$ cat src/rtl/stream_prefetch_ctrl_if.sv
// stream_prefetch_ctrl_if: cache-side and memory-side handshake bundle of the stream prefetcher
interface stream_prefetch_ctrl_if #(
  parameter int ADDR_W = 28,
  parameter int DATA_W = 128
);
  logic              cache_mem_read;
  logic [ADDR_W-1:0] cache_mem_addr;
  logic [DATA_W-1:0] cache_mem_rdata;
  logic              cache_mem_ready;
  logic              mem_read;
  logic [ADDR_W-1:0] mem_addr;
  logic [DATA_W-1:0] mem_rdata;
  logic              mem_ready;
  modport slave (
    input  cache_mem_read, cache_mem_addr, mem_rdata, mem_ready,
    output cache_mem_rdata, cache_mem_ready, mem_read, mem_addr
  );
  modport master (
    output cache_mem_read, cache_mem_addr, mem_rdata, mem_ready,
    input  cache_mem_rdata, cache_mem_ready, mem_read, mem_addr
  );
endinterface

$ cat src/rtl/stream_prefetch_ctrl.sv
// stream_prefetch_ctrl: DEPTH-entry sequential stream buffer with demand pass-through and in-flight forwarding
module stream_prefetch_ctrl #(
  parameter int ADDR_W    = 28,
  parameter int DATA_W    = 128,
  parameter int DEPTH     = 4,
  parameter int PF_DEGREE = 2,
  parameter int CNT_W     = 16
) (
  input  logic                  clk,
  input  logic                  rst,
  input  logic                  pf_en,
  stream_prefetch_ctrl_if.slave bus,
  output logic [CNT_W-1:0]      hit_cnt,
  output logic [CNT_W-1:0]      miss_cnt
);
  localparam int PW   = $clog2(DEPTH);
  localparam int PL_W = $clog2(DEPTH + 1);
  typedef enum logic [1:0] {IDLE, DEMAND, PREFETCH} state_t;
  state_t            state_q, state_d;
  logic [DEPTH-1:0]  valid_q, valid_d;
  logic [ADDR_W-1:0] addr_q [DEPTH];
  logic [ADDR_W-1:0] addr_d [DEPTH];
  logic [DATA_W-1:0] data_q [DEPTH];
  logic [DATA_W-1:0] data_d [DEPTH];
  logic [PW-1:0]     ptr_q, ptr_d;
  logic [PL_W-1:0]   pf_left_q, pf_left_d;
  logic [ADDR_W-1:0] next_pf_q, next_pf_d, mem_addr_q, mem_addr_d;
  logic              mem_read_q, mem_read_d, ready_q, ready_d;
  logic [DATA_W-1:0] rdata_q, rdata_d;
  logic [CNT_W-1:0]  hit_q, hit_d, miss_q, miss_d;
  logic              req_hit, pf_dup, accept, fwd;
  logic [PW-1:0]     hit_idx;
  logic [PL_W-1:0]   n_valid, room, pf_cap;
  always_comb begin
    req_hit = 1'b0;
    pf_dup  = 1'b0;
    hit_idx = '0;
    n_valid = '0;
    for (int i = 0; i < DEPTH; i++) begin
      n_valid = n_valid + PL_W'(valid_q[i]);
      if (valid_q[i] && addr_q[i] == bus.cache_mem_addr) begin
        req_hit = 1'b1;
        hit_idx = PW'(i);
      end
      if (valid_q[i] && addr_q[i] == next_pf_q) pf_dup = 1'b1;
    end
  end
  // room counts free slots once the hit entry has been consumed
  assign room   = PL_W'(DEPTH + 1) - n_valid;
  assign pf_cap = (PL_W'(PF_DEGREE) < room) ? PL_W'(PF_DEGREE) : room;
  assign accept = bus.cache_mem_read && !ready_q;
  assign fwd    = bus.cache_mem_read && bus.cache_mem_addr == mem_addr_q;
  always_comb begin
    state_d    = state_q;
    valid_d    = valid_q;
    addr_d     = addr_q;
    data_d     = data_q;
    ptr_d      = ptr_q;
    pf_left_d  = pf_left_q;
    next_pf_d  = next_pf_q;
    mem_read_d = mem_read_q;
    mem_addr_d = mem_addr_q;
    ready_d    = 1'b0;
    rdata_d    = rdata_q;
    hit_d      = hit_q;
    miss_d     = miss_q;
    case (state_q)
      IDLE: begin
        if (accept && pf_en && req_hit) begin
          ready_d          = 1'b1;
          rdata_d          = data_q[hit_idx];
          valid_d[hit_idx] = 1'b0;
          hit_d            = hit_q + CNT_W'(!(&hit_q));
          next_pf_d        = (pf_left_q == '0) ? bus.cache_mem_addr + 1'b1 : next_pf_q;
          pf_left_d        = (pf_left_q == '0) ? pf_cap : pf_left_q;
        end else if (accept) begin
          valid_d    = '0;
          mem_read_d = 1'b1;
          mem_addr_d = bus.cache_mem_addr;
          state_d    = DEMAND;
          next_pf_d  = bus.cache_mem_addr + 1'b1;
          pf_left_d  = PL_W'(PF_DEGREE);
          miss_d     = miss_q + CNT_W'(!(&miss_q));
        end else if (pf_en && pf_left_q != '0) begin
          // a line already buffered counts as prefetched without touching memory
          if (pf_dup) begin
            next_pf_d = next_pf_q + 1'b1;
            pf_left_d = pf_left_q - 1'b1;
          end else if (!(&valid_q)) begin
            mem_read_d = 1'b1;
            mem_addr_d = next_pf_q;
            state_d    = PREFETCH;
          end
        end
      end
      DEMAND: begin
        if (bus.mem_ready) begin
          ready_d    = 1'b1;
          rdata_d    = bus.mem_rdata;
          mem_read_d = 1'b0;
          state_d    = IDLE;
        end
      end
      PREFETCH: begin
        if (bus.mem_ready) begin
          if (fwd) begin
            ready_d = 1'b1;
            rdata_d = bus.mem_rdata;
            hit_d   = hit_q + CNT_W'(!(&hit_q));
          end else begin
            valid_d[ptr_q] = 1'b1;
            addr_d[ptr_q]  = mem_addr_q;
            data_d[ptr_q]  = bus.mem_rdata;
            ptr_d          = ptr_q + 1'b1;
          end
          next_pf_d  = next_pf_q + 1'b1;
          pf_left_d  = pf_left_q - PL_W'(pf_left_q != '0);
          mem_read_d = 1'b0;
          state_d    = IDLE;
        end
      end
      default: state_d = IDLE;
    endcase
    if (!pf_en) pf_left_d = '0;
  end
  always_ff @(posedge clk or posedge rst) begin
    if (rst) begin
      state_q    <= IDLE;
      valid_q    <= '0;
      ptr_q      <= '0;
      pf_left_q  <= '0;
      next_pf_q  <= '0;
      mem_read_q <= 1'b0;
      mem_addr_q <= '0;
      ready_q    <= 1'b0;
      rdata_q    <= '0;
      hit_q      <= '0;
      miss_q     <= '0;
    end else begin
      state_q    <= state_d;
      valid_q    <= valid_d;
      ptr_q      <= ptr_d;
      pf_left_q  <= pf_left_d;
      next_pf_q  <= next_pf_d;
      mem_read_q <= mem_read_d;
      mem_addr_q <= mem_addr_d;
      ready_q    <= ready_d;
      rdata_q    <= rdata_d;
      hit_q      <= hit_d;
      miss_q     <= miss_d;
    end
  end
  always_ff @(posedge clk) begin
    addr_q <= addr_d;
    data_q <= data_d;
  end
  assign bus.mem_read        = mem_read_q;
  assign bus.mem_addr        = mem_addr_q;
  assign bus.cache_mem_ready = ready_q;
  assign bus.cache_mem_rdata = rdata_q;
  assign hit_cnt             = hit_q;
  assign miss_cnt            = miss_q;
endmodule

$ cat src/flat_wrapper.sv
// flat-port wrapper written by rule: the top's interface ports become plain ports
module stream_prefetch_ctrl_flat 
#(
  parameter int ADDR_W    = 28,
  parameter int DATA_W    = 128,
  parameter int DEPTH     = 4,
  parameter int PF_DEGREE = 2,
  parameter int CNT_W     = 16
)
  (clk, rst, pf_en, hit_cnt, miss_cnt, bus_cache_mem_read, bus_cache_mem_addr, bus_mem_rdata, bus_mem_ready, bus_cache_mem_rdata, bus_cache_mem_ready, bus_mem_read, bus_mem_addr);
  stream_prefetch_ctrl_if #(.ADDR_W(ADDR_W), .DATA_W(DATA_W)) bus_i ();
  input  logic clk;
  input  logic rst;
  input  logic pf_en;
  output logic [CNT_W-1:0] hit_cnt;
  output logic [CNT_W-1:0] miss_cnt;
  input wire logic [$bits(bus_i.cache_mem_read)-1:0] bus_cache_mem_read;
  input wire logic [$bits(bus_i.cache_mem_addr)-1:0] bus_cache_mem_addr;
  input wire logic [$bits(bus_i.mem_rdata)-1:0] bus_mem_rdata;
  input wire logic [$bits(bus_i.mem_ready)-1:0] bus_mem_ready;
  output wire logic [$bits(bus_i.cache_mem_rdata)-1:0] bus_cache_mem_rdata;
  output wire logic [$bits(bus_i.cache_mem_ready)-1:0] bus_cache_mem_ready;
  output wire logic [$bits(bus_i.mem_read)-1:0] bus_mem_read;
  output wire logic [$bits(bus_i.mem_addr)-1:0] bus_mem_addr;
  assign bus_i.cache_mem_read = bus_cache_mem_read;
  assign bus_i.cache_mem_addr = bus_cache_mem_addr;
  assign bus_i.mem_rdata = bus_mem_rdata;
  assign bus_i.mem_ready = bus_mem_ready;
  assign bus_cache_mem_rdata = bus_i.cache_mem_rdata;
  assign bus_cache_mem_ready = bus_i.cache_mem_ready;
  assign bus_mem_read = bus_i.mem_read;
  assign bus_mem_addr = bus_i.mem_addr;
  stream_prefetch_ctrl #(.ADDR_W(ADDR_W), .DATA_W(DATA_W), .DEPTH(DEPTH), .PF_DEGREE(PF_DEGREE), .CNT_W(CNT_W)) u_core (.clk(clk), .rst(rst), .pf_en(pf_en), .bus(bus_i), .hit_cnt(hit_cnt), .miss_cnt(miss_cnt));
endmodule
$ cat config.mk
export PLATFORM = sky130hd
export DESIGN_NAME = stream_prefetch_ctrl_flat
export DESIGN_NICKNAME = d
export VERILOG_FILES = /design/src/rtl/stream_prefetch_ctrl_if.sv /design/src/rtl/stream_prefetch_ctrl.sv /design/src/flat_wrapper.sv
export SDC_FILE = /design/constraint.sdc
export NUM_CORES = 1
export LEC_CHECK = 0
export CAP_MARGIN = 20
export CORE_MARGIN = 10
export CORE_UTILIZATION = 40
export CTS_CLUSTER_DIAMETER = 40
export DETAILED_ROUTE_END_ITERATION = 7
export GPL_ROUTABILITY_DRIVEN = 0
export GPL_TIMING_DRIVEN = 0
export PLACE_DENSITY = 0.6
export SLEW_MARGIN = 5
export SYNTH_ARGS = -nofsm -noshare
export SYNTH_HDL_FRONTEND = slang
export SYNTH_SLANG_ARGS = --single-unit
$ cat constraint.sdc
create_clock -name clk -period 8.2 [get_ports clk]
set_clock_uncertainty 0.05 [all_clocks]
set_input_delay 0.82 -clock clk [delete_from_list [all_inputs] [get_ports clk]]
set_output_delay 0.82 -clock clk [all_outputs]
set_load 0.05 [all_outputs]
# ---- Word-level counts from Yosys, hierarchy flattened
# Cells that the tools add are included.
dict set report classes {
  bitwise 7
  magnitude_cmp 8
  n_mux 77
  n_eq_ne 32
  n_addsub 11
  reduce_logical 40
}
# cell n
set ops {}
lappend ops {{2-to-1 mux 128 bit} 7}
lappend ops {{bitwise mux 512 bit} 1}
lappend ops {{case mux 128 bit (3 select lines)} 1}
lappend ops {{2-to-1 mux 28 bit} 11}
lappend ops {{binary-select mux 128 bit (select 2 bit)} 1}
lappend ops {{demux 128 bit (select 2 bit)} 1}
lappend ops {{== test 28 bit} 9}
lappend ops {{bitwise mux 112 bit} 1}
lappend ops {{adder 28 x 1 -> 28 bit (second input constant)} 2}
lappend ops {{demux 28 bit (select 2 bit)} 1}
lappend ops {{case mux 28 bit (2 select lines)} 1}
lappend ops {{2-to-1 mux 16 bit} 3}
lappend ops {{adder 16 x 1 -> 16 bit} 2}
lappend ops {{case mux 16 bit (2 select lines)} 1}
lappend ops {{AND reduction 16 bit} 2}
lappend ops {{AND reduction 5 bit} 5}
lappend ops {{2-to-1 mux 3 bit} 8}
lappend ops {{2-to-1 mux 1 bit} 21}
lappend ops {{logical AND 1 bit} 16}
lappend ops {{2-to-1 mux 2 bit} 8}
lappend ops {{2-to-1 mux 4 bit} 4}
lappend ops {{AND reduction 4 bit} 3}
lappend ops {{inequality test 2 bit (second input constant)} 5}
lappend ops {{inequality test 5 x 2 -> 1 bit (second input constant)} 2}
lappend ops {{other kinds (38)} 59}
dict set report word_totals {
  ff_bits 853
  in_bits 161
  elab_cells 194
}

# ---- Longest topological paths before layout
# Gate-level depths: netlist of the first run.
dict set report logic_depth {
  depth_word 13
  ltp_mapped 12
  ltp_nobuf 10
}

# ---- Worst setup path before layout of the first run
# No wires, ideal clock.
dict set report synth_path {
  path_type {input port to flip-flop}
  from {in bus_cache_mem_addr[14]}
  to {reg u_core.addr_q[0] in the netlist's numbering (enable)}
  arrival_ns 5.293
  cell_stages 7
  path_buffers 1
  path_slack_ns 2.323
  cell_sequence {buf_2 -> xor2_1 -> nor4_1 -> nand4_1 -> nor4_1 -> nor2_1 -> and2_1}
}
dict set report synth_between {
  elab_chain_len 4
}
# element line
set synth_lines {}
lappend synth_lines {{start, declared} flat_wrapper.sv:18} ;# input wire logic [$bits(bus_i.cache_mem_addr)-1:0] bus_cache_mem_addr;
lappend synth_lines {{== test 28 bit} stream_prefetch_ctrl.sv:52} ;# assign fwd = bus.cache_mem_read && bus.cache_mem_addr == mem_addr_q;
lappend synth_lines {{logical AND 1 bit} stream_prefetch_ctrl.sv:52}
lappend synth_lines {{NOT 1 bit (no line)} --}
lappend synth_lines {{AND reduction 3 bit (no line)} --}
lappend synth_lines {{end signal, assigned} stream_prefetch_ctrl.sv:154} ;# addr_q <= addr_d;
lappend synth_lines {{end, declared} stream_prefetch_ctrl.sv:21} ;# logic [ADDR_W-1:0] addr_q [DEPTH];
# No other way between the ends.
# A chain may end at the register's enable or synchronous reset.

# ---- Worst setup path in the final report of the first run
dict set report layout_path {
  from {in bus_cache_mem_addr[12]}
  to {reg u_core.rdata_q[27] (netlist: u_core.bus.cache_mem_rdata[27])}
}
dict set report layout_between {
  elab_chain_len 11
}
# element line
set layout_lines {}
lappend layout_lines {{== test 28 bit} stream_prefetch_ctrl.sv:41} ;# if (valid_q[i] && addr_q[i] == bus.cache_mem_addr) begin
lappend layout_lines {{logical AND 1 bit} stream_prefetch_ctrl.sv:41}
lappend layout_lines {{2-to-1 mux 1 bit} stream_prefetch_ctrl.sv:41}
lappend layout_lines {{2-to-1 mux 2 bit (2 in a row)} stream_prefetch_ctrl.sv:41}
lappend layout_lines {{NOT 2 -> 3 bit (not written as such)} stream_prefetch_ctrl.sv:71} ;# rdata_d = data_q[hit_idx];
lappend layout_lines {{binary-select mux 128 bit (select 2 bit)} stream_prefetch_ctrl.sv:71}
lappend layout_lines {{2-to-1 mux 128 bit (not written as such) (2 in a row)} stream_prefetch_ctrl.sv:71}
lappend layout_lines {{2-to-1 mux 128 bit} stream_prefetch_ctrl.sv:69} ;# if (accept && pf_en && req_hit) begin
lappend layout_lines {{case mux 128 bit (3 select lines)} stream_prefetch_ctrl.sv:67} ;# case (state_q)
lappend layout_lines {{end signal, assigned} stream_prefetch_ctrl.sv:148} ;# rdata_q <= rdata_d;
lappend layout_lines {{end, declared} stream_prefetch_ctrl.sv:29} ;# logic [DATA_W-1:0] rdata_q, rdata_d;
# Several ways; a longest one is shown, not always the timed one. The select of a mux whose other input is x is not followed.

==> results of run 1 <==
[final timing paths]
kind	start	to	slack [ps]	cells after the start
worst max-delay path	bus_cache_mem_addr[12]	u_core.bus.cache_mem_rdata[27]$_DFFE_PP0P_	3120	11
max in group asynchronous	rst	u_core.bus.mem_addr[22]$_DFFE_PP0P_	6250	4
worst max register to register	u_core.bus.mem_addr[18]$_DFFE_PP0P_	u_core.bus.cache_mem_rdata[27]$_DFFE_PP0P_	3470	9
worst min-delay path	u_core.bus.cache_mem_rdata[36]$_DFFE_PP0P_	u_core.bus.cache_mem_rdata[36]$_DFFE_PP0P_	420	2
min in group asynchronous	rst	u_core.hit_cnt[6]$_DFFE_PP0P_	480	2
worst min register to register	u_core.bus.cache_mem_rdata[36]$_DFFE_PP0P_	u_core.bus.cache_mem_rdata[36]$_DFFE_PP0P_	420	2
[placed cells by master, fill, tap and decap left out, types with 15 or more instances in the layout]
cell type | synthesis | layout
inv_1 | 26 | 25
nand2_1 | 270 | 270
a211oi_2 | 109 | 109
ha_1 | 23 | 23
buf_6 | 14 | 15
clkbuf_1 | 153 | 162
nor2b_1 | 131 | 131
a2bb2oi_1 | 19 | 19
nand4_1 | 110 | 110
inv_6 | 0 | 15
mux2i_1 | 130 | 130
o21ai_0 | 26 | 26
buf_1 | 21 | 21
a211oi_1 | 148 | 148
nor4_1 | 40 | 40
clkbuf_16 | 0 | 140
clkdlybuf4s50_1 | 0 | 329
xnor2_1 | 241 | 241
nor3_1 | 35 | 35
buf_2 | 31 | 31
edfxtp_1 | 624 | 624
xor2_1 | 63 | 63
mux2_2 | 30 | 30
nand3_1 | 52 | 52
a21oi_1 | 29 | 29
and3_1 | 19 | 19
o31ai_1 | 134 | 134
nor2_1 | 170 | 170
bufinv_16 | 0 | 16
clkinv_2 | 0 | 22
dfrtp_1 | 229 | 229
[flip-flops by register name, indices dropped and copies added, names as in the netlist]
name	flops
u_core.addr_q	112
u_core.bus.cache_mem_rdata	128
u_core.bus.cache_mem_ready	1
u_core.bus.mem_addr	28
u_core.bus.mem_read	1
u_core.data_q	512
u_core.hit_cnt	16
u_core.miss_cnt	16
u_core.next_pf_q	28
u_core.pf_left_q	3
u_core.ptr_q	2
u_core.state_q	2
u_core.valid_q	4
[layout make-up]
cell class	count	area [um2]	share of cell area
diodes	2	5.005	0.0001027
plain buffers	220	977.2	0.02006
clock buffers	156	3603	0.07397
clock inverters	91	1040	0.02134
inverters	26	105.1	0.002158
multi-input cells	1876	13220	0.2714
flip-flops and latches	853	24470	0.5023
well taps	1276	1597	0.03277
repair buffers	346	3695	0.07585
[power groups by stage]
stage / Sequential, mW / Clock, mW / Combinational (mW)
2_1_floorplan: 7.53 / 0 / 3.07
3_3_place_gp: 6.38 / 0 / 6.93
3_5_place_dp: 6.29 / 0 / 7.01
4_1_cts: 6.22 / 5.91 / 7.03
5_1_grt: 6.30 / 6.10 / 7.47
6_report: 6.23 / 5.82 / 7.01
[critical path, cell delays in order]
cell             delay [ps]
clkdlybuf4s50_1         540
buf_2                   270
xnor2_1                 430
nand4_1                 160
nor4_1                  720
nand3_1                 260
a41oi_2                 610
o221ai_1                470
clkbuf_2                570
clkbuf_1                400
o31ai_1                 390
[per-stage QoR]
stage               power (mW)  std cells  setup WS, ps    util
finish                   19.06       4846          3116  0.5052
global route             19.87       4845          2965  0.5052
floorplan                10.60       2975          1054       -
detailed placement       13.30       4596          2443  0.4569
global placement         13.31       4580         -3722  0.4526
CTS                      19.17       4843          3207  0.5051
[cell families (layout without fill, tap and decap cells)]
logic type / Yosys count / in the layout / synth area share
and+or+nand+nor: 873 / 873 / 0.1108
buffers and inverters: 246 / 839 / 0.02764
other: 0 / 2 / 0
adders and majority gates: 24 / 24 / 0.007943
AOI/OAI and AO/OA: 515 / 515 / 0.1112
muxes: 160 / 160 / 0.04230
xor gates and xnor gates: 304 / 304 / 0.06871
DFF: 853 / 853 / 0.6314
[layer usage]
metal	wire, um	share of wire	GRT usage	vias to the layer above
li1	-	-	-	12110
met1	49810	0.41	0.2692	13410
met2	58360	0.48	0.3521	1056
met3	9742	0.079	0.06097	328
met4	4686	0.038	0.08982	38
met5	243	0.0020	0	-
==> results by group, run 1 <==
Clocking
  – Post-CTS Setup Inserts: 0
  – CTS tree: yes
  – Post_cts resized: 0
  – Maximum clock path buffer count: 3
  – Number of CTS-inserted buffers: 133
  – Clock transition at path regs: 50 ps
  – Clk_lat worst skew: 740 ps
  – Hold_buf cts: 0
  – Root buffer cell: clkbuf_16
  – H-tree depth: 4
  – CTS sink count: 853

Global route
  – Number of global-route vias before repair: 27310
  – GRT Total Usage: 0.2167
  – First-pass GRT wire length: 181500 um
  – Largest net degree at the start of global routing: 89
  – Grt total ovfl: 0
  – Antenna violations before repair: 21

Timing
  – Tcrit/Tclk final: 0.6200
  – Final setup viols: 0
  – Hold_ws: 422.2 ps
  – Setup Total Neg Slack: 0 ps
  – RSZ-0062 raised after global routing: false
  – Measured slew at the worst slew-check pin: 1151 ps
  – Fin. max-slew vios: 0
  – Final hold violations: 0
  – Min cycle time layout: 5084 ps
  – Worst slew margin: 0.2328
  – Fmax: 196.7 MHz

Synth
  – Post-synth top cells: 624 x edfxtp_1, 270 x nand2_1, 241 x xnor2_1
  – Synthesized area: 38750 um2
  – Post-synthesis sequential area ratio: 0.6314
  – Gate count of the mapped netlist: 2975
  – Cell with the most instances after synthesis: edfxtp_1
  – Area leader, netlist: edfxtp_1
  – Synth top area cells: edfxtp_1 48%, dfrtp_1 15%, xnor2_1 5.4%
  – Average size of a mapped cell: 13.03 um2
  – Post-synth net total: 3160
  – Ys async rst share: 0.2685
  – Share of Yosys cell area claimed by the top area cell type: 0.4835
  – EDFF count, synth: 624
  – Distinct cells, synth: 58
  – Syn. warnings: 0
  – Number of synthesized register bits: 853
  – Post-synth top flop: edfxtp_1

Pwr
  – NetSw: 7.519 mW
  – Logic pwr share: 0.368
  – Peak VDD IR: 0.0003419 V
  – P_int: 11.54 mW
  – LEAKAGE: 17.72 nW
  – PwrDens: 391.2 nW/um2
  – Clk pwr share: 0.306
  – Seq pwr share: 0.327
  – Net Sw Frac: 0.3945

Route
  – Total wire length: 122800 um
  – DRC Markers: 0
  – DR WL/cell: 25.35 um
  – Routed vias/inst: 5.559
  – Final ANT Viol Nets: 0
  – DRT iter0 DRCs: 2575
  – Via count: 26940
  – First drt pass iteration count: 5

Finish
  – Post-Layout Inst Area: 48710 um2
  – Area growth from synthesis to layout: 25.70%
  – Fin nets: 3641
  – Layout cells sized above 1: 0.1239
  – Fill cell instance count of the final layout: 8464

Die
  – Top-level I/O count: 351
  – Die ar.: 109700 um2
  – Initial core utilization: 0.4019
  – Total core area: 96420 um2
  – Height of the die: 331.3 um
  – Die width: 331.3 um
  – Row Count: 114

Setup path
  – Crit Path Max Fanout: 10
  – WS Path Type: in2reg
  – Worst Path Required: 8760 ps
  – CP arrival: 5650 ps
  – Worst setup EP type: flop
  – Worst setup SP type: primary input

Min path
  – Hold crit path type: reg2reg

Place
  – Placed cell area: 44060 um2
  – IO Port Bufs: 329
  – DPL Wire Length: 83750 um

Outcome
  – Outcome: finished, final reports clean

Job
  – Max cap viols: 0
(Power assumes the default switching activity.)
==> run 2: changes to the inputs <==
--- a/config.mk
+++ b/config.mk
@@ -12,7 +12,7 @@
 export DETAILED_ROUTE_END_ITERATION = 7
 export GPL_ROUTABILITY_DRIVEN = 0
 export GPL_TIMING_DRIVEN = 0
-export PLACE_DENSITY = 0.6
+export PLACE_DENSITY = 0.62
 export SLEW_MARGIN = 5
 export SYNTH_ARGS = -nofsm -noshare
 export SYNTH_HDL_FRONTEND = slang
==> constraint.sdc (replaced) <==
create_clock -name clk -period 4.3 [get_ports clk]
set_clock_uncertainty 0.05 [all_clocks]
set_input_delay 0.43 -clock clk [delete_from_list [all_inputs] [get_ports clk]]
set_output_delay 0.43 -clock clk [all_outputs]
set_load 0.05 [all_outputs]
==> run 2 against run 1 <==
Combinational power rose by 93%. Worst hold slack got worse by 360 ps. Clock-buffer cell count fell by 3. Design area rose by 0.25%. Non-clock buffer count rose by 6. Register-to-register slack got worse by 3300 ps. Core utilization rose by 0.13 points. Highest routed layer unchanged. First-iteration DRC count fell by 3.5%. Sequential share of layout area fell by 0.13 points. Via count rose by 0.16%. Largest power group unchanged.
==> results by group, run 2 (same netlist as run 1, synthesis figures left out) <==
Timing
  – Hold_ws: 61.79 ps (was 422.2 ps)
  – Worst slew margin: 0.2778 (was 0.2328)
  – Fmax: 243.6 MHz
  – Final hold violations: 0 (unchanged)
  – Final setup viols: 0 (unchanged)
  – Setup Total Neg Slack: 0 ps (unchanged)
  – Tcrit/Tclk final: 0.9545
  – Min cycle time layout: 4104 ps
  – Measured slew at the worst slew-check pin: 1083 ps (was 1151 ps)
  – RSZ-0062 raised after global routing: false (unchanged)
  – Fin. max-slew vios: 0 (unchanged)

Clocking
  – Number of CTS-inserted buffers: 132 (was 133)
  – Post-CTS Setup Inserts: 0 (unchanged)
  – Maximum clock path buffer count: 3 (unchanged)
  – Clock transition at path regs: 60 ps (was 50 ps)
  – H-tree depth: 4 (unchanged)
  – CTS tree: yes (unchanged)
  – Root buffer cell: clkbuf_16 (unchanged)
  – Clk_lat worst skew: 730 ps (was 740 ps)
  – CTS sink count: 853 (unchanged)
  – Hold_buf cts: 0 (unchanged)

Setup path
  – WS Path Type: reg2reg (was in2reg)
  – Worst setup EP type: flop (unchanged)
  – Worst Path Required: 4870 ps (was 8760 ps)
  – Crit Path Max Fanout: 10 (unchanged)
  – CP arrival: 4670 ps (was 5650 ps)
  – Worst setup SP type: flop (was primary input)

Pwr
  – Peak VDD IR: 0.0004818 V (was 0.0003419 V)
  – Seq pwr share: 0.326 (was 0.327)
  – Net Sw Frac: 0.3998 (was 0.3945)
  – PwrDens: 743.1 nW/um2 (was 391.2 nW/um2)
  – P_int: 21.78 mW (was 11.54 mW)
  – NetSw: 14.51 mW (was 7.519 mW)
  – LEAKAGE: 17.78 nW (was 17.72 nW)
  – Clk pwr share: 0.302 (was 0.306)
  – Logic pwr share: 0.372 (was 0.368)

Finish
  – Layout cells sized above 1: 0.1289 (was 0.1239)
  – Most frequent cells in the layout: 624 x edfxtp_1, 329 x clkdlybuf4s50_1, 270 x nand2_1 (unchanged)
  – Finished Core Util: 0.5065 (was 0.5052)
  – Final Non-Filler Cells: 4850 (was 4846)
  – Area growth from synthesis to layout: 26.02% (was 25.70%)
  – Largest register FFs: 512 (unchanged)
  – Commonest non-fill, non-tap cell in the layout: edfxtp_1 (unchanged)
  – Fin nets: 3646 (was 3641)
  – Reg with most FFs: u_core.data_q (unchanged)
  – Post-Layout Inst Area: 48840 um2 (was 48710 um2)

Outcome
  – Outcome: finished, final reports clean (unchanged)

Die
  – Height of the die: 331.3 um (unchanged)
  – Total core area: 96420 um2 (unchanged)
  – Die width: 331.3 um (unchanged)
  – Top-level I/O count: 351 (unchanged)
  – Initial core utilization: 0.4019 (unchanged)
  – Die ar.: 109700 um2 (unchanged)
  – Row Count: 114 (unchanged)

Global route
  – First-pass GRT wire length: 179700 um (was 181500 um)
  – Antenna violations before repair: 22 (was 21)
  – Largest net degree at the start of global routing: 53 (was 89)
  – GRT Total Usage: 0.2150 (was 0.2167)
  – Number of global-route vias before repair: 27370 (was 27310)
  – Grt total ovfl: 0 (unchanged)

Route
  – DRC Markers: 0 (unchanged)
  – First drt pass iteration count: 8 (was 5)
  – Final ANT Viol Nets: 0 (unchanged)
  – Routed vias/inst: 5.563 (was 5.559)
  – Via count: 26980 (was 26940)
  – Total wire length: 121700 um (was 122800 um)
  – DRT iter0 DRCs: 2486 (was 2575)
  – DR WL/cell: 25.08 um (was 25.35 um)

Place
  – IO Port Bufs: 329 (unchanged)
  – DPL Wire Length: 83570 um (was 83750 um)
  – Placed cell area: 44160 um2 (was 44060 um2)
  – Placed Cells: 4601 (was 4596)

Min path
  – Hold crit path type: in2async (was reg2reg)

Job
  – Max cap viols: 0 (unchanged)
[run 2: cell count changes in the layout (fill, tap and decap cells not counted), sizes merged]
cell,delta
bufinv,-2
clkbuf,+3
inv,+8
diode,+2
clkinv,-7
[run 2: layout make-up]
| cell class | instances | area (um2) |
|---|---|---|
| plain buffers | 220 | 998.5 |
| diodes | 4 | 10.01 |
| inverters | 26 | 101.3 |
| clock inverters | 90 | 1140 |
| well taps | 1276 | 1597 |
| clock buffers | 153 | 3463 |
| repair buffers | 352 | 3804 |
| fillers | 8474 | 47590 |
| multi-input cells | 1876 | 13260 |
| flip-flops and latches | 853 | 24470 |
[run 2: critical path, cell delays in order (launching register included)]
cell,delay [ps]
dfrtp_1,510
xor2_1,220
nor4_1,780
nand4_1,200
nor4_2,530
o21a_1,190
o221ai_1,330
clkbuf_4,450
clkbuf_1,370
o31ai_1,340
[run 2: routing by layer]
| layer | part of all wire | vias up | global-route usage |
|---|---|---|---|
| met5 | 0.0022 | - | 0 |
| met4 | 0.039 | 36 | 0.08467 |
| met3 | 0.090 | 320 | 0.06812 |
| met2 | 0.47 | 1189 | 0.3469 |
| met1 | 0.40 | 13320 | 0.2660 |
| li1 | - | 12110 | - |
[run 2: through the flow]
step                      worst slack [ps]  total power, mW
after CTS                            43.52            36.46
after global placement               -2121            25.30
after detailed placement            -882.9            25.40
after global routing                 66.45            37.82
after floorplan                      457.0            20.17
final                                195.5            36.29
[run 2: path summary, 6_finish.rpt]
| check | start | endpoint | slack, ps | depth (start not counted) |
|---|---|---|---|---|
| max | u_core.bus.mem_addr[18]$_DFFE_PP0P_ | u_core.bus.cache_mem_rdata[16]$_DFFE_PP0P_ | 200 | 9 |
| max reg2reg | u_core.bus.mem_addr[18]$_DFFE_PP0P_ | u_core.bus.cache_mem_rdata[16]$_DFFE_PP0P_ | 200 | 9 |
| min reg2reg | u_core.bus.cache_mem_rdata[39]$_DFFE_PP0P_ | u_core.bus.cache_mem_rdata[39]$_DFFE_PP0P_ | 420 | 2 |
| max in group asynchronous | rst | u_core.bus.cache_mem_rdata[53]$_DFFE_PP0P_ | 2990 | 5 |
| min in group clk | bus_cache_mem_addr[27] | u_core.bus.mem_addr[27]$_DFFE_PP0P_ | 90 | 4 |
| min | rst | u_core.bus.cache_mem_rdata[4]$_DFFE_PP0P_ | 60 | 2 |
[run 2: power by group through the flow]
stage	registers [mW]	logic, mW	clock network, mW
2_1_floorplan	14.3	5.86	0
3_3_place_gp	12.0	13.3	0
3_5_place_dp	11.9	13.5	0
4_1_cts	11.8	13.5	11.1
5_1_grt	12.0	14.4	11.5
6_report	11.8	13.5	11.0
[run 2: repair_timing]
action                     CTS  global route
gates resized for setup      4            24
pin swaps                    0             1
setup endpoints to repair  127           130
